$ cat src/rtl/rv32i_alu_arbiter.sv
// rv32i_alu_arbiter: round-robin sharing of one RV32I ALU between two requesters with per-port responses
module rv32i_alu_arbiter #(
  parameter logic RR_INIT = 1'b1
) (
  input  logic        clk_i,
  input  logic        rst_i,
  input  logic        req0_valid_i,
  output logic        req0_ready_o,
  input  logic [3:0]  req0_op_i,
  input  logic [31:0] req0_a_i,
  input  logic [31:0] req0_b_i,
  input  logic        req1_valid_i,
  output logic        req1_ready_o,
  input  logic [3:0]  req1_op_i,
  input  logic [31:0] req1_a_i,
  input  logic [31:0] req1_b_i,
  output logic        resp0_valid_o,
  input  logic        resp0_ready_i,
  output logic [31:0] resp0_data_o,
  output logic        resp0_err_o,
  output logic        resp1_valid_o,
  input  logic        resp1_ready_i,
  output logic [31:0] resp1_data_o,
  output logic        resp1_err_o,
  output logic [31:0] alu_rsa_o,
  output logic [31:0] alu_rsb_imm_o,
  output logic [15:0] alu_op_o,
  input  logic [31:0] alu_dout_i
);
  typedef enum logic [1:0] {IDLE, EXEC, RESP} state_t;
  state_t      state_q, state_d;
  logic        last_q, owner_q, err_q;
  logic [31:0] result_q, rsa_q, rsb_q;
  logic [15:0] op_q;
  logic        idle, grant1, hs, resp_hs;
  logic [3:0]  sel_op;
  assign idle          = state_q == IDLE && !rst_i;
  assign grant1        = req1_valid_i && (!req0_valid_i || !last_q);
  assign req0_ready_o  = idle && req0_valid_i && !grant1;
  assign req1_ready_o  = idle && grant1;
  assign hs            = req0_ready_o || req1_ready_o;
  assign sel_op        = grant1 ? req1_op_i : req0_op_i;
  assign resp0_valid_o = state_q == RESP && !owner_q;
  assign resp1_valid_o = state_q == RESP && owner_q;
  assign resp0_data_o  = resp0_valid_o ? result_q : '0;
  assign resp1_data_o  = resp1_valid_o ? result_q : '0;
  assign resp0_err_o   = resp0_valid_o && err_q;
  assign resp1_err_o   = resp1_valid_o && err_q;
  assign resp_hs       = (resp0_valid_o && resp0_ready_i) || (resp1_valid_o && resp1_ready_i);
  assign alu_rsa_o     = rsa_q;
  assign alu_rsb_imm_o = rsb_q;
  assign alu_op_o      = op_q;
  always_comb begin
    state_d = state_q;
    state_d = state_q == IDLE ? (hs ? EXEC : IDLE) :
              state_q == EXEC ? RESP : (resp_hs ? IDLE : RESP);
  end
  always_ff @(posedge clk_i) begin
    if (rst_i) begin
      state_q  <= IDLE;
      last_q   <= RR_INIT;
      owner_q  <= 1'b0;
      err_q    <= 1'b0;
      result_q <= '0;
      rsa_q    <= '0;
      rsb_q    <= '0;
      op_q     <= '0;
    end else begin
      state_q <= state_d;
      if (hs) begin
        rsa_q   <= grant1 ? req1_a_i : req0_a_i;
        rsb_q   <= grant1 ? req1_b_i : req0_b_i;
        op_q    <= sel_op == 4'd15 ? 16'd0 : 16'd1 << sel_op;
        err_q   <= sel_op == 4'd15;
        owner_q <= grant1;
      end
      if (state_q == EXEC) begin
        result_q <= err_q ? '0 : alu_dout_i;
        op_q     <= '0;
      end
      if (resp_hs) begin
        last_q <= owner_q;
        err_q  <= 1'b0;
      end
    end
  end
endmodule

$ cat config.mk
export PLATFORM = sky130hd
export DESIGN_NAME = rv32i_alu_arbiter
export DESIGN_NICKNAME = d
export VERILOG_FILES = /design/src/rtl/rv32i_alu_arbiter.sv
export SDC_FILE = /design/constraint.sdc
export NUM_CORES = 1
export LEC_CHECK = 0
export ABC_AREA = 1
export CAP_MARGIN = 25
export CORE_MARGIN = 10
export CORE_UTILIZATION = 34
export DETAILED_ROUTE_END_ITERATION = 10
export GPL_ROUTABILITY_DRIVEN = 0
export PLACE_DENSITY = 0.75
export SETUP_SLACK_MARGIN = 0.3
export SYNTH_ARGS = -nofsm -noshare
export SYNTH_HDL_FRONTEND = slang
export SYNTH_SLANG_ARGS = --single-unit
$ cat constraint.sdc
create_clock -name clk_i -period 1.4 [get_ports clk_i]
set_input_delay 0.14 -clock clk_i [delete_from_list [all_inputs] [get_ports clk_i]]
set_output_delay 0.14 -clock clk_i [all_outputs]
set_load 0.02 [all_outputs]
==> flow_summary_export.csv <==
group,metric,value,unit
run_status,status,"finished, violations left",
run_status,failed_checks,"negative setup slack",
worst_setup_path,setup.worst_path.start_class,"flip-flop",
synth,synth_cell_types,20,
grt,grt_pass1_vias,7281,
place,placed_area,9690,sq um
die,die-area,21500,sq um
routing,drtIter0Drc,438,
finish,layout.nets,1324,
cts,numCtsBuffers,17,
grt,overflow,0,
cts,cts_tree,"yes",
timing,hold_violations,0,
grt,use_met3,0.105,
synth,synth.yosys.seq_area_share,0.430,
worst_setup_path,endpoint_kind,"output pin",
place,place_hpwl,17200,um
die,fp.dieH,147,um
finish,mostFrequentLayoutCell,"clkdlybuf4s50_1",
worst_setup_path,path_max_fanout,9,
timing,rsz0062_at_grt,"true",
timing,skew,0.0101,ns
grt,grt_pass1_wl,41300,um
routing,routedWlPerCell,22.7,um
finish,finalNonFillerCells,1379,
grt,grtUsageMet1,0.252,
place,port_buffers,323,
finish,final_util,0.782,
worst_setup_path,arrival,1.68,ns
worst_setup_path,cp.required,1.26,ns
routing,routed_wl,31300,um
routing,vias,7155,
worst_setup_path,path_cells,"nand3b_1 > buf_4 > clkbuf_16 > nor2_4 > buf_6",
hold_path,hold_class,"primary input to flip-flop",
grt,grt_max_degree,63,
finish,fill_cells,954,
synth,synthTopCellsByArea,"dfxtp_1 (43%), nand3_1 (13%), o211a_1 (12%)",
pwr,powerDensity,971,nW/um^2
timing,fin_crit,1.82,ns
synth,avgSynthCellArea,7.36,sq um
grt,top_usage_layer,"met2",
synth,muxShareOfSynthArea,0,
synth,synth-compound-area-share,0.162,
cts,cts_max_level,4,
finish,fin_area,12300,sq um
die,io_pins,324,
die,initial_core_util,0.345,
synth,synth_top_family_by_area,"simple AND/OR/NAND/NOR gates",
synth,syn_area,5440,sq um
finish,drive_gt1_frac,0.447,
timing,relSlewSlack,0.689,
routing,drc,0,
synth,yosys_warnings,0,
routing,postRouteAntennaNets,0,
finish,insertedDiodeCount,0,
worst_setup_path,slowest_stage,"dfxtp_4",
routing,first_pass_iters,7,
flow_run,maxCapViolCount,0,
place,dpl.cell_count,1267,
grt,met2_usage,0.417,
cts,cts.sinks,117,
die,rows,46,
timing,whs,0.221,ns
synth,synth_fp_nets,913,
finish,area_delta_synth_final,127,%
synth,netlist.area_leader.share,0.430,
pwr,p_leak,5.50,nW
cts,clockRootBuffer,"clkbuf_16",
synth,synthAdderAreaFrac,0,
cts,clockBufferDepth,2,
worst_setup_path,cpPeakStageDelay,0.39,ns
grt,antenna_found_initial,0,
cts,cts.clk_slew.worst_paths,0.06,ns
synth,synth_simple_gate_area_frac,0.295,
finish,final_cell_mix,"clkdlybuf4s50_1 (172), buf_6 (115), dfxtp_1 (112)",
cts,clk_latency,0.42,ns
synth,synth_top_area_cell,"dfxtp_1",
synth,ys_ff_latch,117,
cts,holdBufCountCts,0,
timing,fmax,0.549,GHz
timing,report.final.slew_viol_count,0,
timing,final.setup.worst_slack,-0.420,ns
timing,setup_viol,186,
synth,synthCells,739,
die,core-area,15800,sq um
timing,period_share,1.30,
grt,groute.usage.overall,0.240,
pwr,peakVddDrop,0.000765,V
synth,synth_xor_xnor_area_share,0,
pwr,finalPower,12.0,mW
routing,viasPerCell,5.19,
timing,tightest_slew,0.467,ns
die,die_w,147,um
worst_setup_path,crit_type,"flip-flop to output pin",
## synthesized netlist by cell type
cell / instances
buf_2: 21
clkbuf_1: 31
o21a_1: 1
inv_1: 91
nand2_1: 84
inv_2: 1
buf_1: 1
nand3_1: 146
nor2_2: 1
nor3b_1: 2
nand2_4: 2
o21ai_1: 1
buf_4: 6
a21oi_4: 1
a21oi_1: 2
nand3b_1: 2
o22ai_1: 32
dfxtp_1: 117
nor2_1: 133
o211a_1: 64
## registers in the layout (all words and copies together), names as in the netlist
signal,flops
last_q,1
owner_q,1
state_q,2
alu_rsb_imm_o,32
err_q,1
alu_op_o,16
alu_rsa_o,32
result_q,32
## cell type report
class	count	area, sq um	share of cell area
repair buffers	451	4940	0.401
inverters	92	355	0.0288
flip-flops and latches	117	2350	0.191
well taps	216	270	0.0219
multi-input cells	471	3800	0.308
clock buffers	23	498	0.0404
clock inverters	9	123	0.00994
## per-stage QoR
step / setup TNS [ns] / setup slack [ns]
3_5_place_dp: -40.05 / -0.401
5_1_grt: -57.27 / -0.466
3_3_place_gp: -38.49 / -0.379
2_1_floorplan: 0 / 0.158
6_report: -48.01 / -0.420
4_1_cts: -33.90 / -0.311
## layer usage
layer	wire length (um)	up-vias
met4	1150	0
li1	-	3274
met1	11600	3427
met3	2960	78
met5	0	-
met2	15600	376
## where the power goes
group          internal [mW]  switching (mW)
Combinational           1.80            1.77
Sequential              3.59           0.137
Clock                   3.02            1.65
## worst max-delay path, delay by kind of cell, from the launching register on
family        cells  cell delay (ns)
simple gates      2             0.33
flops             1             0.39
buf+inv           3             0.54
## path summary, 6_finish.rpt
path | start | endpoint | slack [ns] | cells past startpoint
max | state_q[1] | resp0_data_o[14] | -0.42 | 5
min | req1_valid_i | owner_q | 0.22 | 5
max reg2reg | state_q[0] | alu_op_o[11] | -0.41 | 12
min reg2reg | alu_rsa_o[18] | alu_rsa_o[18] | 0.49 | 1
## cells by family after synthesis
family | Yosys count
simple gates | 370
flops | 117
buf+inv | 151
compound gates | 101
## what timing repair did
item                       CTS  global route
setup endpoints to repair  265           208
setup buffers               45            13
pin swaps                    8            30
resized for setup          884           150
gates cloned                17             5
(Power assumes the default switching activity.)
